### config.mk
export PLATFORM = sky130hd
export DESIGN_NAME = rr_arb_stage
export DESIGN_NICKNAME = d
export VERILOG_FILES = /design/src/rtl/rr_arb_stage.sv
export SDC_FILE = /design/constraint.sdc
export NUM_CORES = 1
export LEC_CHECK = 0
export BUFFER_PORTS_ARGS = -buffer_cell sky130_fd_sc_hd__buf_4
export CAP_MARGIN = 5
export CORE_UTILIZATION = 40
export DETAILED_ROUTE_END_ITERATION = 16
export GPL_TIMING_DRIVEN = 0
export MAX_ROUTING_LAYER = met4
export PLACE_DENSITY_LB_ADDON = 0.3
export SYNTH_ARGS = -nofsm -noshare
export SYNTH_HDL_FRONTEND = slang
export SYNTH_SLANG_ARGS = --single-unit
### constraint.sdc
create_clock -name clk -period 3.15 [get_ports clk]
set_clock_uncertainty 0.15 [all_clocks]
set_input_delay 0.63 -clock clk [delete_from_list [all_inputs] [get_ports clk]]
set_output_delay 0.63 -clock clk [all_outputs]
set_load 0.05 [all_outputs]
### src/rtl/rr_arb_stage.sv
// Round-robin arbiter feeding a one-entry output register.
// N_REQ valid/ready requesters share one WIDTH-bit downstream port.
module rr_arb_stage #(
    parameter int WIDTH = 32,
    parameter int N_REQ = 4
) (
    input  logic                          clk,
    input  logic                          rst,
    input  logic [N_REQ-1:0]              req_valid,
    input  logic [N_REQ-1:0][WIDTH-1:0]   req_data,
    output logic [N_REQ-1:0]              req_ready,
    output logic                          out_valid,
    output logic [WIDTH-1:0]              out_data,
    output logic [$clog2(N_REQ)-1:0]      out_src,
    input  logic                          out_ready
);

    localparam int SEL_WIDTH = $clog2(N_REQ);
    localparam logic [SEL_WIDTH:0]   N_EXT    = (SEL_WIDTH+1)'(N_REQ);
    localparam logic [SEL_WIDTH-1:0] LAST_IDX = SEL_WIDTH'(N_REQ - 1);

    logic [SEL_WIDTH-1:0] rr_ptr_q, rr_ptr_d;
    logic                 out_valid_q, out_valid_d;
    logic [WIDTH-1:0]     out_data_q, out_data_d;
    logic [SEL_WIDTH-1:0] out_src_q, out_src_d;

    logic [SEL_WIDTH-1:0] grant_idx;
    logic                 any_req;
    logic                 load;
    logic                 accept;
    logic [SEL_WIDTH:0]   cand;
    logic [WIDTH-1:0]     sel_data;

    // Scan from rr_ptr upward with wrap; the extra bit in cand lets a
    // single subtraction wrap correctly for non-power-of-two N_REQ.
    always_comb begin
        grant_idx = '0;
        any_req   = 1'b0;
        cand      = '0;
        for (int k = 0; k < N_REQ; k++) begin
            cand = {1'b0, rr_ptr_q} + (SEL_WIDTH+1)'(k);
            if (cand >= N_EXT) begin
                cand = cand - N_EXT;
            end
            if (!any_req && req_valid[cand[SEL_WIDTH-1:0]]) begin
                any_req   = 1'b1;
                grant_idx = cand[SEL_WIDTH-1:0];
            end
        end
    end

    assign load     = !out_valid_q || out_ready;
    assign accept   = load && any_req;
    assign sel_data = req_data[grant_idx];

    always_comb begin
        req_ready = '0;
        if (accept) begin
            req_ready[grant_idx] = 1'b1;
        end
    end

    always_comb begin
        rr_ptr_d    = rr_ptr_q;
        out_valid_d = out_valid_q;
        out_data_d  = out_data_q;
        out_src_d   = out_src_q;
        if (load) begin
            out_valid_d = any_req;
            if (any_req) begin
                out_data_d = sel_data;
                out_src_d  = grant_idx;
                rr_ptr_d   = (grant_idx == LAST_IDX) ? '0 : grant_idx + SEL_WIDTH'(1);
            end
        end
    end

    always_ff @(posedge clk) begin
        if (rst) begin
            rr_ptr_q    <= '0;
            out_valid_q <= 1'b0;
            out_data_q  <= '0;
            out_src_q   <= '0;
        end else begin
            rr_ptr_q    <= rr_ptr_d;
            out_valid_q <= out_valid_d;
            out_data_q  <= out_data_d;
            out_src_q   <= out_src_d;
        end
    end

    assign out_valid = out_valid_q;
    assign out_data  = out_data_q;
    assign out_src   = out_src_q;

endmodule

Yosys cells after proc, flatten, opt, wreduce, memory -nomap -nowiden

Cells that the tools add are included.

Output and inout port bits: 39
Input port bits: 135
Register bits after elaboration: 37

Reduce and logical (&&, ||, !) cells: 11
Add/subtract/negate cells: 8
Order comparisons: 10
Mux-type cells: 26
Equal/unequal tests: 1

Operators with widths:

| kind                  | number |
|---|---|
| $bmux W32 S2          | 1 |
| $mux W32              | 1 |
| $mux W2               | 9 |
| $lt A2 B3 Y1 const B  | 5 |
| $ge A3 B3 Y1 const B  | 3 |
| $mux W1               | 9 |
| $bmux W1 S2           | 4 |
| $sub A2 B1 Y2 const B | 4 |
| $add A2 B2 Y3 const B | 2 |
| $logic_and A1 B1 Y1   | 5 |
| $logic_not A1 Y1      | 4 |
| $mux W4               | 1 |
| $add A2 B1 Y3 const B | 1 |
| $ge A2 B3 Y1 const B  | 1 |
| $add A2 B1 Y2 const B | 1 |
| $demux W1 S2          | 1 |
| $eq A2 B2 Y1 const B  | 1 |
| $ge A2 B1 Y1 const B  | 1 |
| $reduce_and A2 Y1     | 1 |
| $logic_or A1 B1 Y1    | 1 |

Logic depth before layout (Yosys ltp)

Gate-level depths: netlist (run 1).

Word-level depth: 19
Gate-level depth with buffers: 11

Worst setup path before layout (run 1)

Ideal clock, no wire load.

Path kind: input-to-output
Start: input req_valid[2]
End: output req_ready[3]
Setup slack: -0.371 ns
Stages: 10
Arrival: 2.741 ns
Cell sequence: nor2b_1 or4_1 buf_2 and2_4 buf_6 buf_6 inv_1 ha_1 inv_1 nor2_1

Word-level cells in the longest chain between the ends: 17

RTL lines:

| what                                                               | RTL line | source |
|---|---|---|
| start: declaration                                                 | 9        | `input logic [N_REQ-1:0] req_valid,` |
| $bmux W1 S2                                                        | 45       | `if (!any_req && req_valid[cand[SEL_WIDTH-1:0]]) begin` |
| $mux W1 (not written as such)                                      | 45       |  |
| $mux W1                                                            | 45       |  |
| $logic_not A1 Y1                                                   | 45       |  |
| $logic_and A1 B1 Y1                                                | 45       |  |
| $mux W1                                                            | 45       |  |
| $logic_not A1 Y1                                                   | 45       |  |
| $logic_and A1 B1 Y1                                                | 45       |  |
| $mux W1                                                            | 45       |  |
| $logic_not A1 Y1                                                   | 45       |  |
| $logic_and A1 B1 Y1                                                | 45       |  |
| $mux W2                                                            | 45       |  |
| $lt A2 B3 Y1 (not written as such) or $ge A2 B1 Y1 (tied branches) | 59       | `req_ready[grant_idx] = 1'b1;` |
| $logic_and A1 B1 Y1 (not written as such)                          | 59       |  |
| $mux W1 (not written as such)                                      | 59       |  |
| $demux W1 S2                                                       | 59       |  |
| $mux W4 (*)                                                        | 58       | `if (accept) begin` |
| end: declaration                                                   | 11       | `output logic [N_REQ-1:0] req_ready,` |

Mark *: on every way between the ends. The rest lies on a longest branch, timed or not. The select of a mux whose other input is x is not followed.

Worst setup path after layout (run 1)

Start: input req_valid[0]
End: output req_ready[3]

Same word-level chain as after synthesis.

==> results of run 1 <==
[area by class of cell]
class | instances | area share
Inverter | 4 | 0.00386
Timing Repair Buffer | 175 | 0.339
Tap cell | 72 | 0.0231
Clock buffer | 8 | 0.0206
Multi-Input combinational cell | 231 | 0.389
Buffer | 27 | 0.0341
Sequential cell | 37 | 0.190
[kinds of logic after synthesis]
logic type	synth area share
DFF	0.309
muxes	0.138
buffers and inverters	0.0657
and+or+nand+nor	0.200
adders and majority gates	0.00522
AOI/OAI and AO/OA	0.283
[critical path, stage by stage]
cell,delay [ns]
buf_4,0.12
nor2b_1,0.14
or4_4,0.51
buf_6,0.15
and2_4,0.17
inv_2,0.06
ha_1,0.14
inv_1,0.07
nor2_4,0.12
buf_8,0.15
[flip-flops by register name, indices dropped and copies added (netlist names)]
register / count
out_data: 32
out_src: 2
rr_ptr_q: 2
out_valid: 1
[worst paths after layout]
kind,end,slack [ns],cells after the start
min reg2reg,rr_ptr_q[0]$_SDFFE_PP0P_,0.33,2
max,req_ready[3],0.08,10
min,rr_ptr_q[0]$_SDFFE_PP0P_,0.33,2
max reg2reg,out_data[15]$_SDFFE_PP0P_,0.74,9
[layer usage]
layer  part of all wire  wire, um
met1               0.40      3260
met2               0.52      4230
met3              0.074       610
met4              0.012        98
met5                  0         0
[timing repair]
| action | 4_1_cts | 5_1_grt |
|---|---|---|
| resized for setup | 6 | 2 |
| pin swaps | 1 | 0 |
| endpoints found under the hold margin | 0 | 0 |
| endpoints found under the setup margin | 3 | 1 |
| buffers inserted | 3 | 0 |
| cloned | 0 | 0 |
[layout by cell type (no fill, tap or decap), types with 4 or more instances in the layout]
| master | Yosys | final |
|---|---|---|
| mux2i_1 | 33 | 33 |
| a21oi_1 | 6 | 6 |
| nor2_1 | 8 | 6 |
| nand2_1 | 38 | 38 |
| dfxtp_1 | 37 | 37 |
| clkbuf_1 | 22 | 25 |
| buf_4 | 0 | 174 |
| o211ai_1 | 31 | 31 |
| o21ai_0 | 31 | 31 |
| a21boi_0 | 31 | 31 |
| buf_6 | 4 | 4 |
| and3_1 | 31 | 31 |
| clkbuf_8 | 0 | 5 |
| nor2b_1 | 4 | 4 |
[power by group through the flow]
stage	registers [mW]	logic, mW	clock network, mW
floorplan	0.867	0.389	0
global route	0.603	1.08	0.355
CTS	0.595	1.01	0.330
global placement	0.601	0.992	0
detailed placement	0.604	1.01	0
finish	0.595	1.01	0.325
[through the flow]
step	setup WS (ns)	power (mW)	instance area [sq um]
6_report	0.0847	1.93	3890
4_1_cts	0.0814	1.94	3890
2_1_floorplan	-0.0172	1.26	2410
3_3_place_gp	-0.274	1.59	3790
3_5_place_dp	-0.298	1.61	3790
5_1_grt	0.00303	2.04	3890
==> results.ini, run 1 <==
[status]
status = completed

[synthesis]
synth_cell_type_count = 27
post_synth_most_frequent_cells = nand2_1 (38), dfxtp_1 (37), mux2i_1 (33)
syn_area_sq_um = 2400
dominantRegCellSynth = dfxtp_1
synthArstFlopShare = 0
synth-seq-cells = 37
yosys.area.top_type = dfxtp_1
synth_edf_count = 0
synth.area.top_cells = dfxtp_1 (31%), mux2i_1 (14%), a21boi_0 (9.7%)
synth_warnings = 0
ys_seq_area_frac = 0.309
synthDominantCellAreaShare = 0.309
syn-instance-count = 301
syn_area_per_cell_sq_um = 7.97
synth_most_common_cell = nand2_1
synth_nets = 437

[timing]
setup_violations = 0
final_hold_viol_count = 0
tightestPinTransition_ns = 0.744
rsz0062_at_grt = no
drv_slew = 0
hold_ws_ns = 0.332
slew_headroom = 0.497
period_minus_slack_ns = 3.07
fmax_mhz = 326
setup_tns_ns = 0
fin_crit_sh = 0.973

[floorplan]
fp-row-count = 27
initial_core_util = 0.425
die_x_um = 79.4
dieArea_sq_um = 6310
num_io_pins = 174
core_area_sq_um = 5640
die_y_um = 79.4

[cts]
ctsHtreeMaxLevel = 2
clkTransAtPathRegs_ns = 0.07
max-clock-path-buffers = 2
cts_buffers = 5
cts_tree = built
cts_root_buffer = clkbuf_8
insertion_delay_ns = 0.28
cts.sinks = 37
cts_hold_buffers = 0

[cells_and_area]
diodes = 0
final_util = 0.690
fin_nets = 617
instances_no_fill = 554
multi_input_area_sq_um = 1510
fillCellCount = 505
drive_above_1_share = 0.396
regArea_sq_um = 741
syn_to_final_growth_pct = 62.3

[power_and_ir_drop]
power.density_nw_per_um2 = 497
vdd_drop_max_mv = 0.320
p_int_mw = 1.12
comb_power_share = 0.524
p_switching_mw = 0.815
swShare = 0.421
leakagePower_nw = 1.91
pwr-share-clk = 0.168
seq_power_share = 0.308

[route]
final_antenna_net_count = 0
drc = 0
drt-wirelength-per-cell_um = 14.8
wl_mm = 8.20
vias_per_cell = 5.29
num_vias = 2933
drt_iter0_markers = 88
first_pass_iters = 4

[global_route]
grt_overflow_total = 0
grtUsageMet3 = 0.0469
grt_start_max_net_pins = 17
grt_first_pass_wirelength_mm = 13.3
grt.met1_usage = 0.310
grt_pass1_vias = 2952
busiest_layer = met2
met2_usage = 0.497
grt_usage = 0.272
antenna_found_initial = 0

[worst_hold_path]
hold_path.startpoint = rr_ptr_q[0]$_SDFFE_PP0P_
hp-class = reg2reg

[worst_setup_path]
cp_max_fo = 10
crit_type = in2out
critical_path_required_ns = 2.37
regToRegStartpoint = rr_ptr_q[1]$_SDFFE_PP0P_
crit_arrival_ns = 2.29
critPathLaunch = req_valid[0]
crit_path_start_kind = input pin
endpoint_kind = primary output

[placed_design]
place_congestion = 0.809
dpl.cell_count = 545
hpwl_mm = 6.33
numPortBuffers = 172

[run]
cap_violations = 0

Power figures use the tool's default switching activity.
==> run 2: changes to the inputs <==
==> constraint.sdc (replaced) <==
create_clock -name clk -period 3.7 [get_ports clk]
set_clock_uncertainty 0.15 [all_clocks]
set_input_delay 0.74 -clock clk [delete_from_list [all_inputs] [get_ports clk]]
set_output_delay 0.74 -clock clk [all_outputs]
set_load 0.05 [all_outputs]
==> results.ini, run 2 (same netlist as run 1, synthesis figures left out) <==
[status]
status = completed

[cts]
cts_hold_buffers = 0
cts.sinks = 37
clkTransAtPathRegs_ns = 0.08
max-clock-path-buffers = 2
ctsHtreeMaxLevel = 2
cts_tree = built
cts_buffers = 5
cts_root_buffer = clkbuf_8
insertion_delay_ns = 0.28

[timing]
period_minus_slack_ns = 3.58
drv_slew = 0
fin_crit_sh = 0.967
rsz0062_at_grt = no
setup_tns_ns = 0
slew_headroom = 0.501
setup_violations = 0
final_hold_viol_count = 0
tightestPinTransition_ns = 0.738
fmax_mhz = 279
worst_slack_ns = 0.121

[global_route]
grt_overflow_total = 0
grt_pass1_vias = 2722
grt_first_pass_wirelength_mm = 12.4
antenna_found_initial = 0
grt_start_max_net_pins = 12
grt_usage = 0.257

[route]
drt_iter0_markers = 129
num_vias = 2946
drt-wirelength-per-cell_um = 14.7
final_antenna_net_count = 0
vias_per_cell = 5.33
wl_mm = 8.13
first_pass_iters = 4
drc = 0

[floorplan]
num_io_pins = 174
die_x_um = 79.4
dieArea_sq_um = 6310
core_area_sq_um = 5640
die_y_um = 79.4
initial_core_util = 0.425
fp-row-count = 27

[worst_setup_path]
cp_cell_sequence = buf_4 > nor2b_1 > or4_1 > buf_2 > and2_4 > buf_6 > buf_6 > inv_2 > ha_1 > inv_1 > nor2_2 > buf_6
crit_arrival_ns = 2.69
endpoint_kind = primary output
critical_path_required_ns = 2.81
cp_max_fo = 10
crit_path_start_kind = input pin
critPathLaunch = req_valid[2]
max_stage_delay_ns = 0.49
critPathSlowestCell = or4_1
crit_type = in2out
timing.critical_path.mode_cell = buf_6
path_delay_family = buffers and inverters
path_buf_inv = 7
regToRegStartpoint = rr_ptr_q[1]$_SDFFE_PP0P_

[cells_and_area]
syn_to_final_growth_pct = 62.2
fin_nets = 616
drive_above_1_share = 0.397
fin_area_sq_um = 3890
final_cell_mix = buf_4 (172), nand2_1 (38), dfxtp_1 (37), mux2i_1 (33)
diodes = 0
largest_register_ffs = 32
layout_commonest_cell = buf_4

[worst_hold_path]
hp-class = reg2reg
hold_path.startpoint = out_src[1]$_SDFFE_PP0P_

[placed_design]
dpl-instance-area_sq_um = 3780
numPortBuffers = 172
hpwl_mm = 6.46
pre_cts_ws_ns = 0.0434
place_congestion = 0.864

[power_and_ir_drop]
vdd_drop_max_mv = 0.211
power.density_nw_per_um2 = 430
leakagePower_nw = 1.92

[run]
cap_violations = 0

run 2: cell count changes in the layout (fill, tap and decap cells not counted), sizes merged:
cell	change
clkbuf	-1
clkinv	+1
buf	-1
run 2: report_power, final:
part           internal, mW  switching [mW]  total (mW)
sequential            0.468          0.0374       0.506
combinational         0.346           0.511       0.857
clock                 0.168           0.143       0.312
total                 0.983           0.692        1.67
run 2: routing by layer:
layer / GRT usage / part of all wire
met1: 0.300 / 0.41
met2: 0.456 / 0.52
met3: 0.0377 / 0.058
met4: 0.0709 / 0.015
met5: - / 0
run 2: final timing paths:
kind / to / slack, ns / depth (start not counted)
worst max-delay path: req_ready[3] / 0.12 / 12
worst min-delay path: out_src[1]$_SDFFE_PP0P_ / 0.32 / 2
worst max register to register: rr_ptr_q[1]$_SDFFE_PP0P_ / 1.40 / 10
worst min register to register: out_src[1]$_SDFFE_PP0P_ / 0.32 / 2
run 2: area by class of cell:
class	count	area (sq um)
Sequential cell	37	741
Clock buffer	7	96.3
Tap cell	72	90.1
Clock inverter	1	5.00
Fill cell	479	1750
Timing Repair Buffer	172	1290
Buffer	29	145
Multi-Input combinational cell	231	1500
Inverter	4	15.0
run 2: timing repair:
action                                  in CTS  in global routing
hold endpoints to repair                     0                  0
gates resized for setup                      0                  4
setup buffers                                0                  0
endpoints found under the setup margin       0                  1
run 2: per-stage QoR:
step,cells,power [mW],util,hold WS [ns]
2_1_floorplan,301,1.07,-,0.296
3_3_place_gp,545,1.35,0.670,0.304
3_5_place_dp,545,1.37,0.670,0.316
4_1_cts,553,1.68,0.688,0.327
5_1_grt,553,1.76,0.690,0.361
6_report,553,1.67,0.690,0.319
run 2: worst register-to-register path, stage by stage, from the launching register on:
cell and delay (ns):
dfxtp_1 0.37, inv_1 0.08, or4_1 0.51, buf_2 0.19, and2_4 0.17, buf_6 0.15, buf_6 0.16, inv_2 0.08
ha_1 0.22, nand2_1 0.06, a21oi_1 0.06
==> run 3: changes to the inputs <==
--- a/config.mk
+++ b/config.mk
@@ -11,7 +11,7 @@
 export DETAILED_ROUTE_END_ITERATION = 16
 export GPL_TIMING_DRIVEN = 0
 export MAX_ROUTING_LAYER = met4
-export PLACE_DENSITY_LB_ADDON = 0.3
+export PLACE_DENSITY_LB_ADDON = 0.08
 export SYNTH_ARGS = -nofsm -noshare
 export SYNTH_HDL_FRONTEND = slang
 export SYNTH_SLANG_ARGS = --single-unit
==> results.ini, run 3 (same netlist as run 1, synthesis figures left out) <==
[status]
status = completed

[global_route]
grt_start_max_net_pins = 11
grt_pass1_vias = 2735
grt_first_pass_wirelength_mm = 12.4
grt_overflow_total = 0
grt_usage = 0.260
antenna_found_initial = 0

[cells_and_area]
layout_commonest_cell = buf_4
regArea_sq_um = 741
fin_nets = 616
fillCellCount = 532
multi_input_area_sq_um = 1500
final_cell_mix = buf_4 (172), nand2_1 (38), dfxtp_1 (37), mux2i_1 (33)
largest_register_ffs = 32
fin_area_sq_um = 3880
diodes = 0
final_util = 0.688
drive_above_1_share = 0.394
syn_to_final_growth_pct = 61.8

[route]
drt_iter0_markers = 138
vias_per_cell = 5.30
first_pass_iters = 4
num_vias = 2926
drt-wirelength-per-cell_um = 14.7
wl_mm = 8.10
drc = 0
final_antenna_net_count = 0

[cts]
cts_buffers = 5
max-clock-path-buffers = 2
cts_tree = built
cts.repair.resized = 0
clkTransAtPathRegs_ns = 0.07
insertion_delay_ns = 0.29
cts.sinks = 37
post_cts_buffers = 0
cts_hold_buffers = 0
cts_root_buffer = clkbuf_8
ctsHtreeMaxLevel = 2

[placed_design]
numPortBuffers = 172
dpl-instance-area_sq_um = 3780
hpwl_mm = 6.30
place_congestion = 0.830

[worst_setup_path]
max_stage_delay_ns = 0.50
path_delay_family = buffers and inverters
critical_path_required_ns = 2.81
cp_max_fo = 10
endpoint_kind = primary output
critPathSlowestCell = or4_1
cp_cell_sequence = buf_4 > nor2b_1 > or4_1 > buf_4 > and2_4 > buf_6 > buf_6 > inv_2 > ha_1 > inv_1 > nor2_2 > buf_6
crit_path_start_kind = input pin
timing.critical_path.mode_cell = buf_6
crit_type = in2out
path_buf_inv = 7
crit_arrival_ns = 2.69

[floorplan]
num_io_pins = 174
core_area_sq_um = 5640
initial_core_util = 0.425
die_x_um = 79.4
fp-row-count = 27
die_y_um = 79.4
dieArea_sq_um = 6310

[timing]
setup_tns_ns = 0
fin_crit_sh = 0.968
drv_slew = 0
tightestPinTransition_ns = 0.653
fmax_mhz = 279
setup_violations = 0
final_hold_viol_count = 0
rsz0062_at_grt = no
slew_headroom = 0.559
period_minus_slack_ns = 3.58

[power_and_ir_drop]
power.density_nw_per_um2 = 427
vdd_drop_max_mv = 0.227
leakagePower_nw = 1.91

[worst_hold_path]
hp-class = reg2reg

[run]
cap_violations = 0

-- run 3: per-layer routing --
metal  track usage  wire length (um)  vias up  part of all wire
met5             -                 0        -                 0
li1              -                 -     1445                 -
met1         0.300              3250     1348              0.40
met4         0.104               178        0             0.022
met2         0.438              4050      118              0.50
met3        0.0537               631       15             0.078
-- run 3: worst min-delay path: stages, from the launching register on --
cell and delay [ns]:
dfxtp_1 0.31, nand2_1 0.05, a21oi_1 0.05
-- run 3: path summary, 6_finish.rpt --
kind	start	to	cells past startpoint	slack (ns)
max	req_valid[2]	req_ready[3]	12	0.12
min	out_src[1]$_SDFFE_PP0P_	out_src[1]$_SDFFE_PP0P_	2	0.31
max reg2reg	rr_ptr_q[0]$_SDFFE_PP0P_	out_data[26]$_SDFFE_PP0P_	7	1.40
min reg2reg	out_src[1]$_SDFFE_PP0P_	out_src[1]$_SDFFE_PP0P_	2	0.31
-- run 3: per-stage QoR --
step	worst slack [ns]	cells	total power, mW	hold WS (ns)
after detailed placement	0.0495	545	1.37	0.304
after CTS	0.0437	552	1.66	0.314
after floorplan	0.179	301	1.07	0.296
final	0.118	552	1.66	0.311
after global routing	0.0335	552	1.75	0.358
after global placement	0.0749	545	1.36	0.295
-- run 3: area by class of cell --
| type | count | area share |
|---|---|---|
| tap | 72 | 0.0232 |
| sequential | 37 | 0.191 |
| timing repair buffer | 172 | 0.334 |
| inverter | 4 | 0.00387 |
| multi-input combinational | 231 | 0.387 |
| clock buffer | 7 | 0.0222 |
| buffer | 29 | 0.0390 |
-- run 3: power breakdown --
part | internal (mW) | switching (mW) | total (mW)
registers | 0.468 | 0.0361 | 0.505
clock network | 0.148 | 0.146 | 0.294
logic | 0.347 | 0.511 | 0.859
total | 0.964 | 0.693 | 1.66
